<file path="config.mk">
export PLATFORM = sky130hd
export DESIGN_NAME = pipeline_hazard_ctrl_flat
export DESIGN_NICKNAME = d
export VERILOG_FILES = /design/src/rtl/pipeline_hazard_ctrl_pkg.sv /design/src/rtl/pipeline_hazard_ctrl_if.sv /design/src/rtl/pipeline_hazard_ctrl_hazard_detect.sv /design/src/rtl/pipeline_hazard_ctrl.sv /design/src/flat_wrapper.sv
export SDC_FILE = /design/constraint.sdc
export NUM_CORES = 1
export LEC_CHECK = 0
export CAP_MARGIN = 40
export CELL_PAD_IN_SITES_DETAIL_PLACEMENT = 1
export CELL_PAD_IN_SITES_GLOBAL_PLACEMENT = 1
export CORE_ASPECT_RATIO = 0.75
export CORE_MARGIN = 2
export CORE_UTILIZATION = 30
export CTS_BUF_LIST = sky130_fd_sc_hd__clkbuf_2
export CTS_CLUSTER_SIZE = 20
export DETAILED_ROUTE_END_ITERATION = 10
export MAX_ROUTING_LAYER = met4
export PLACE_DENSITY = 0.72
export SLEW_MARGIN = 20
export SYNTH_ARGS = -nofsm -noshare
export SYNTH_HDL_FRONTEND = slang
export SYNTH_SLANG_ARGS = --single-unit
</file>
<file path="constraint.sdc">
create_clock -name clk -period 2.45 [get_ports clk]
set_input_delay 0.3675 -clock clk [delete_from_list [all_inputs] [get_ports clk]]
set_output_delay 0.3675 -clock clk [all_outputs]
set_load 0.005 [all_outputs]
</file>
<file path="src/rtl/pipeline_hazard_ctrl_pkg.sv">
// Shared definitions for the pipeline stall/flush sequencer: state encoding,
// register-zero constant and the control-output bundle.
package pipe_ctrl_pkg;

    typedef enum logic [1:0] {
        RUN      = 2'd0,
        MUL_BUSY = 2'd1,
        MEM_WAIT = 2'd2
    } state_e;

    localparam int unsigned REG_ZERO = 0;

    // Output bundle, ordered from the front of the pipe to the back.
    typedef struct packed {
        logic pc_we;
        logic if_id_we;
        logic if_id_flush;
        logic id_ex_we;
        logic id_ex_flush;
        logic ex_mem_we;
        logic ex_mem_flush;
    } ctrl_t;

    localparam ctrl_t CTRL_FLOW = '{pc_we: 1'b1, if_id_we: 1'b1, if_id_flush: 1'b0,
                                    id_ex_we: 1'b1, id_ex_flush: 1'b0,
                                    ex_mem_we: 1'b1, ex_mem_flush: 1'b0};
    localparam ctrl_t CTRL_FREEZE = '{pc_we: 1'b0, if_id_we: 1'b0, if_id_flush: 1'b0,
                                      id_ex_we: 1'b0, id_ex_flush: 1'b0,
                                      ex_mem_we: 1'b0, ex_mem_flush: 1'b0};
    localparam ctrl_t CTRL_RESET = '{pc_we: 1'b0, if_id_we: 1'b0, if_id_flush: 1'b1,
                                     id_ex_we: 1'b0, id_ex_flush: 1'b1,
                                     ex_mem_we: 1'b0, ex_mem_flush: 1'b1};
    // Front frozen while EX is occupied; EX/MEM receives bubbles.
    localparam ctrl_t CTRL_MUL = '{pc_we: 1'b0, if_id_we: 1'b0, if_id_flush: 1'b0,
                                   id_ex_we: 1'b0, id_ex_flush: 1'b0,
                                   ex_mem_we: 1'b1, ex_mem_flush: 1'b1};

endpackage

</file>
<file path="src/rtl/pipeline_hazard_ctrl_if.sv">
// Hazard-sequencer bus: ID/EX/MEM status in, pipeline-register controls out.
interface pipeline_hazard_ctrl_if #(
    parameter int unsigned REG_ADDR_W = 5,
    parameter int unsigned CNT_W      = 32
);
    logic [REG_ADDR_W-1:0] id_rs;
    logic [REG_ADDR_W-1:0] id_rt;
    logic                  id_uses_rs;
    logic                  id_uses_rt;
    logic                  ex_mem_read;
    logic [REG_ADDR_W-1:0] ex_rd;
    logic                  ex_branch_taken;
    logic                  ex_mul_start;
    logic                  mem_busy;
    logic                  pc_we;
    logic                  if_id_we;
    logic                  if_id_flush;
    logic                  id_ex_we;
    logic                  id_ex_flush;
    logic                  ex_mem_we;
    logic                  ex_mem_flush;
    logic [CNT_W-1:0]      stall_cycles;

    modport master (
        output id_rs, id_rt, id_uses_rs, id_uses_rt, ex_mem_read, ex_rd,
               ex_branch_taken, ex_mul_start, mem_busy,
        input  pc_we, if_id_we, if_id_flush, id_ex_we, id_ex_flush,
               ex_mem_we, ex_mem_flush, stall_cycles
    );

    modport slave (
        input  id_rs, id_rt, id_uses_rs, id_uses_rt, ex_mem_read, ex_rd,
               ex_branch_taken, ex_mul_start, mem_busy,
        output pc_we, if_id_we, if_id_flush, id_ex_we, id_ex_flush,
               ex_mem_we, ex_mem_flush, stall_cycles
    );
endinterface

</file>
<file path="src/rtl/pipeline_hazard_ctrl_hazard_detect.sv">
// Load-use hazard detector: a load in EX whose destination feeds the ID instruction.
module hazard_detect
    import pipe_ctrl_pkg::*;
#(
    parameter int unsigned REG_ADDR_W = 5
) (
    input  logic [REG_ADDR_W-1:0] id_rs,
    input  logic [REG_ADDR_W-1:0] id_rt,
    input  logic                  id_uses_rs,
    input  logic                  id_uses_rt,
    input  logic                  ex_mem_read,
    input  logic [REG_ADDR_W-1:0] ex_rd,
    output logic                  load_use_c
);
    logic rs_match;
    logic rt_match;

    assign rs_match   = id_uses_rs && (id_rs == ex_rd);
    assign rt_match   = id_uses_rt && (id_rt == ex_rd);
    // Register zero is hard-wired, so a load targeting it never hazards.
    assign load_use_c = ex_mem_read && (ex_rd != REG_ADDR_W'(REG_ZERO)) && (rs_match || rt_match);
endmodule

</file>
<file path="src/rtl/pipeline_hazard_ctrl.sv">
// Central stall/flush sequencer for the 5-stage pipeline: load-use bubbles,
// branch flushes, multi-cycle multiply occupancy and data-memory wait states.
module pipeline_hazard_ctrl
    import pipe_ctrl_pkg::*;
#(
    parameter int unsigned REG_ADDR_W = 5,
    parameter int unsigned MUL_LAT    = 4,
    parameter int unsigned CNT_W      = 32
) (
    input  logic                 clk,
    input  logic                 rst_n,
    pipeline_hazard_ctrl_if.slave bus
);
    localparam int unsigned MUL_CNT_W = 4;

    state_e                 state_q, state_d;
    state_e                 ret_q, ret_d;
    state_e                 eff_state;
    logic [MUL_CNT_W-1:0]   mul_cnt_q, mul_cnt_d;
    logic [CNT_W-1:0]       stall_q;
    logic                   load_use;
    ctrl_t                  ctrl;
    ctrl_t                  ctrl_out;

    hazard_detect #(.REG_ADDR_W(REG_ADDR_W)) u_hazard_detect (
        .id_rs       (bus.id_rs),
        .id_rt       (bus.id_rt),
        .id_uses_rs  (bus.id_uses_rs),
        .id_uses_rt  (bus.id_uses_rt),
        .ex_mem_read (bus.ex_mem_read),
        .ex_rd       (bus.ex_rd),
        .load_use_c  (load_use)
    );

    always_ff @(posedge clk or negedge rst_n) begin
        if (!rst_n) begin
            state_q   <= RUN;
            ret_q     <= RUN;
            mul_cnt_q <= '0;
        end else begin
            state_q   <= state_d;
            ret_q     <= ret_d;
            mul_cnt_q <= mul_cnt_d;
        end
    end

    // On the cycle mem_busy drops, MEM_WAIT decodes exactly as the state it interrupted.
    always_comb begin
        ctrl      = CTRL_FLOW;
        state_d   = state_q;
        ret_d     = ret_q;
        mul_cnt_d = mul_cnt_q;
        eff_state = (state_q == MEM_WAIT) ? ret_q : state_q;

        if (state_q == MEM_WAIT && bus.mem_busy) begin
            ctrl = CTRL_FREEZE;
        end else begin
            state_d = eff_state;
            case (eff_state)
                MUL_BUSY: begin
                    if (bus.mem_busy) begin
                        ctrl    = CTRL_FREEZE;
                        ret_d   = MUL_BUSY;
                        state_d = MEM_WAIT;
                    end else begin
                        ctrl      = CTRL_MUL;
                        mul_cnt_d = mul_cnt_q - MUL_CNT_W'(1);
                        if (mul_cnt_q <= MUL_CNT_W'(1)) begin
                            state_d = RUN;
                        end
                    end
                end
                default: begin
                    if (bus.mem_busy) begin
                        ctrl    = CTRL_FREEZE;
                        ret_d   = RUN;
                        state_d = MEM_WAIT;
                    end else if (bus.ex_mul_start) begin
                        ctrl      = CTRL_MUL;
                        mul_cnt_d = MUL_CNT_W'(MUL_LAT - 1);
                        state_d   = MUL_BUSY;
                    end else if (bus.ex_branch_taken) begin
                        ctrl.if_id_flush = 1'b1;
                        ctrl.id_ex_flush = 1'b1;
                    end else if (load_use) begin
                        ctrl.pc_we       = 1'b0;
                        ctrl.if_id_we    = 1'b0;
                        ctrl.id_ex_flush = 1'b1;
                    end
                end
            endcase
        end
    end

    assign ctrl_out = rst_n ? ctrl : CTRL_RESET;

    // Saturating count of cycles in which the PC did not advance.
    always_ff @(posedge clk or negedge rst_n) begin
        if (!rst_n) begin
            stall_q <= '0;
        end else if (!ctrl_out.pc_we && (stall_q != '1)) begin
            stall_q <= stall_q + CNT_W'(1);
        end
    end

    assign bus.pc_we        = ctrl_out.pc_we;
    assign bus.if_id_we     = ctrl_out.if_id_we;
    assign bus.if_id_flush  = ctrl_out.if_id_flush;
    assign bus.id_ex_we     = ctrl_out.id_ex_we;
    assign bus.id_ex_flush  = ctrl_out.id_ex_flush;
    assign bus.ex_mem_we    = ctrl_out.ex_mem_we;
    assign bus.ex_mem_flush = ctrl_out.ex_mem_flush;
    assign bus.stall_cycles = stall_q;
endmodule

</file>
<file path="src/flat_wrapper.sv">
// flat-port wrapper written by rule: the top's interface ports become plain ports
module pipeline_hazard_ctrl_flat import pipe_ctrl_pkg::*;
#(
    parameter int unsigned REG_ADDR_W = 5,
    parameter int unsigned MUL_LAT    = 4,
    parameter int unsigned CNT_W      = 32
)
  (clk, rst_n, bus_id_rs, bus_id_rt, bus_id_uses_rs, bus_id_uses_rt, bus_ex_mem_read, bus_ex_rd, bus_ex_branch_taken, bus_ex_mul_start, bus_mem_busy, bus_pc_we, bus_if_id_we, bus_if_id_flush, bus_id_ex_we, bus_id_ex_flush, bus_ex_mem_we, bus_ex_mem_flush, bus_stall_cycles);
  pipeline_hazard_ctrl_if #(.REG_ADDR_W(REG_ADDR_W), .CNT_W(CNT_W)) bus_i ();
  input  logic clk;
  input  logic rst_n;
  input wire logic [$bits(bus_i.id_rs)-1:0] bus_id_rs;
  input wire logic [$bits(bus_i.id_rt)-1:0] bus_id_rt;
  input wire logic [$bits(bus_i.id_uses_rs)-1:0] bus_id_uses_rs;
  input wire logic [$bits(bus_i.id_uses_rt)-1:0] bus_id_uses_rt;
  input wire logic [$bits(bus_i.ex_mem_read)-1:0] bus_ex_mem_read;
  input wire logic [$bits(bus_i.ex_rd)-1:0] bus_ex_rd;
  input wire logic [$bits(bus_i.ex_branch_taken)-1:0] bus_ex_branch_taken;
  input wire logic [$bits(bus_i.ex_mul_start)-1:0] bus_ex_mul_start;
  input wire logic [$bits(bus_i.mem_busy)-1:0] bus_mem_busy;
  output wire logic [$bits(bus_i.pc_we)-1:0] bus_pc_we;
  output wire logic [$bits(bus_i.if_id_we)-1:0] bus_if_id_we;
  output wire logic [$bits(bus_i.if_id_flush)-1:0] bus_if_id_flush;
  output wire logic [$bits(bus_i.id_ex_we)-1:0] bus_id_ex_we;
  output wire logic [$bits(bus_i.id_ex_flush)-1:0] bus_id_ex_flush;
  output wire logic [$bits(bus_i.ex_mem_we)-1:0] bus_ex_mem_we;
  output wire logic [$bits(bus_i.ex_mem_flush)-1:0] bus_ex_mem_flush;
  output wire logic [$bits(bus_i.stall_cycles)-1:0] bus_stall_cycles;
  assign bus_i.id_rs = bus_id_rs;
  assign bus_i.id_rt = bus_id_rt;
  assign bus_i.id_uses_rs = bus_id_uses_rs;
  assign bus_i.id_uses_rt = bus_id_uses_rt;
  assign bus_i.ex_mem_read = bus_ex_mem_read;
  assign bus_i.ex_rd = bus_ex_rd;
  assign bus_i.ex_branch_taken = bus_ex_branch_taken;
  assign bus_i.ex_mul_start = bus_ex_mul_start;
  assign bus_i.mem_busy = bus_mem_busy;
  assign bus_pc_we = bus_i.pc_we;
  assign bus_if_id_we = bus_i.if_id_we;
  assign bus_if_id_flush = bus_i.if_id_flush;
  assign bus_id_ex_we = bus_i.id_ex_we;
  assign bus_id_ex_flush = bus_i.id_ex_flush;
  assign bus_ex_mem_we = bus_i.ex_mem_we;
  assign bus_ex_mem_flush = bus_i.ex_mem_flush;
  assign bus_stall_cycles = bus_i.stall_cycles;
  pipeline_hazard_ctrl #(.REG_ADDR_W(REG_ADDR_W), .MUL_LAT(MUL_LAT), .CNT_W(CNT_W)) u_core (.clk(clk), .rst_n(rst_n), .bus(bus_i));
endmodule
</file>
==> reports/results.tsv <==
stage	metric	value	unit
outcome	status	finished clean	
grt	largest net degree at the start of global routing	42	
worst_hold_path	worst hold path type	in2async	
clock_tree	Worst-path clk slew	0.24	ns
route	Vias	1884	
synthesis	sequential area share after synthesis	45.45	%
placed_design	Buffers on Ports	61	
die	DIE AREA	0.007857	mm2
grt	met3 usage	3.099	%
cells_and_area	layout cells sized above 1	20.74	%
clock_tree	CTS sink count	39	
timing	Final min period	2.360	ns
grt	All-Layer GR Usage	17.14	%
cells_and_area	area of the multi-input gates	0.001139	mm2
route	DRT antenna net count	0	
die	core area	0.006864	mm2
route	WL/cell	15.47	um
synthesis	synth top area cells	dfrtp_1 45%, xnor2_1 11%, xor2_1 6.1%	
timing	Worst-Margin Slew	0.3743	ns
cells_and_area	area grow syn2layout	49.42	%
cells_and_area	Layout Utilization	46.74	%
worst_setup_path	Slowest cell on crit path	clkdlybuf4s50_1	
grt	Top Usage Layer GRT	met2	
synthesis	synth warn	0	
worst_setup_path	crit path launch type	input pin	
pwr	Max VDD drop	0.2706	mV
route	drt pass-1 iters	4	
grt	global route total overflow	0	
timing	RSZ-0062 raised after global routing	true	
worst_setup_path	worst r2r src	u_core.bus.stall_cycles[0]	
timing	Max-slew headroom	75.04	%
clock_tree	CTS tree	done	
synthesis	Yosys top cell by area	dfrtp_1	
synthesis	Syn Nets	231	
timing	Final Hold Viols	0	
placed_design	Cell Area, Placed	0.003014	mm2
worst_setup_path	critical path required time	2.08	ns
synthesis	Mapped Area	0.002147	mm2
worst_setup_path	Setup crit end kind	output port	
clock_tree	H-tree depth	2	
route	routed wire length	6140	um
die	Die W	101.7	um
timing	Setup Skew	0.03109	ns
clock_tree	root buffer cell	clkbuf_2	
synthesis	asr flop ratio synth	100.0	%
grt	GR Layer Usage met2	27.17	%
synthesis	Synth cell types	40	
grt	met1 GRT Util	23.00	%
cells_and_area	Nets	324	
flow_run	Max-Cap Viols	0	
synthesis	Cells after Synth	205	
worst_setup_path	CP max stage delay	0.47	ns
placed_design	Final GP Congestion	0.8172	
pwr	P_leak	1.325	nW
die	I/O pins	62	
cells_and_area	fillers	777	
worst_setup_path	crit-path cells	clkdlybuf4s50_1 -> or4_1 -> o21ai_1 -> buf_4 -> nor2_1 -> a21o_1 -> clkdlybuf4s15_1	
cells_and_area	FF+latch area	975.9	um2
cells_and_area	ANT cells	0	
grt	first-pass GRT wire length	10330	um
route	routed vias/inst	4.746	
route	DRC viols	0	
synthesis	top-count cell post-synth	dfrtp_1	
synthesis	#FFs+latches synth	39	
worst_setup_path	worst path arrival time	1.99	ns
die	height of the die	77.27	um
clock_tree	Clock Path Buffers	2	
worst_setup_path	kind of critical path	in2out	
timing	part of the cycle the worst path needs	96.32	%
synthesis	number of synthesized flops with an enable pin	0	
pwr	total power draw	1.962	mW
worst_setup_path	CP startpoint	bus_ex_rd[4]	
grt	vias in the first global route	2064	
cells_and_area	design area	0.003208	mm2
synthesis	synth cell count leaders	39 x dfrtp_1, 26 x xnor2_1, 16 x nand2_1	
timing	Fmax achieved	423.8	MHz
die	Initial Util	31.28	%
pwr	Pwr Density	611.5	mW/mm2
synthesis	Post-Syn Area per Cell	10.47	um2
worst_setup_path	CP max FO	3	
clock_tree	worst skew pair latency	0.41	ns
route	initial detailed-routing violation count	38	
timing	Slew Limit Fails	0	
placed_design	DP Wirelength	4540	um
clock_tree	total CTS buffers	5	
synthesis	share of the synthesized area in the top cell type	45.45	%
die	row cnt	26	
timing	final count of negative-setup-slack endpoints	0	
synthesis	Post-synth top flop	dfrtp_1	
grt	initial antenna violation count	0	
[registers in the layout, summed over array words and instances, names as in the netlist]
name                     cells
u_core.bus.stall_cycles     32
u_core.mul_cnt_q             4
u_core.ret_q                 1
u_core.state_q               2
[routing by layer]
layer	part of all wire (%)	vias up
li1	-	911
met5	0	-
met4	0.54	0
met1	49	941
met2	48	28
met3	2.8	4
[cells by family (layout without fill, tap and decap cells)]
family	after synthesis	after routing	synth area share, %
AO/OA/AOI/OAI	19	19	7.052
XOR/XNOR	41	41	16.73
adder cells (fa/ha/maj)	3	3	1.748
buffers and inverters	15	109	3.904
flip-flops	39	39	45.45
AND/OR/NAND/NOR	88	88	25.12
[power breakdown]
group | leakage [nW] | switching, mW | internal [mW] | total, mW
clock network | 0.0492 | 0.235 | 0.274 | 0.509
logic | 0.786 | 0.254 | 0.344 | 0.598
registers | 0.490 | 0.109 | 0.745 | 0.854
total | 1.33 | 0.598 | 1.36 | 1.96
[worst max-delay path, delay by kind of cell]
family          cells  cell delay [ns]
buf+inv             3             0.83
compound gates      2             0.33
simple gates        2             0.47
[final cells by class]
type	count	share of cell area, %
Clock buffer	5	0.7800
Tap cell	98	3.822
Inverter	8	0.9360
Timing Repair Buffer	93	26.44
Multi-Input combinational cell	151	35.49
Clock inverter	3	2.106
Sequential cell	39	30.42
[final timing paths]
path                                                to  slack (ns)  cells past startpoint
min in group clk           u_core.bus.stall_cycles[16]        0.52                      1
min reg2reg                u_core.bus.stall_cycles[16]        0.52                      1
min                        u_core.bus.stall_cycles[21]        0.48                      3
max                                    bus_id_ex_flush        0.09                      7
max in group asynchronous  u_core.bus.stall_cycles[24]        1.67                      3
max reg2reg                u_core.bus.stall_cycles[29]        0.19                      7
[layout by cell type (no fill, tap or decap), drive strengths merged, types with 10 or more instances in the layout]
master	instances
xor2	15
buf	33
nand3	11
nand4	14
dfrtp	39
clkdlybuf4s50	52
nand2	16
nor2	10
xnor2	26
[metrics by stage]
step / std cells / setup TNS [ns] / hold WS [ns] / setup WS, ns
4_1_cts: 393 / -0.03898 / 0.5230 / -0.01574
5_1_grt: 397 / -0.004351 / 0.4870 / -0.004234
3_3_place_gp: 381 / -4.551 / 0.4796 / -0.3009
6_report: 397 / 0 / 0.4775 / 0.09027
2_1_floorplan: 205 / 0 / 0.07191 / 0.1339
3_5_place_dp: 381 / -6.993 / 0.4805 / -0.4250
[timing repair]
item                                    CTS  global route
buffers inserted                          3             4
hold buffers                              1             0
pin swaps                                 3             4
hold endpoints to repair                  2             0
resized for setup                        16            11
cloned                                    0             0
endpoints found under the setup margin    6             8
(Power assumes the default switching activity.)
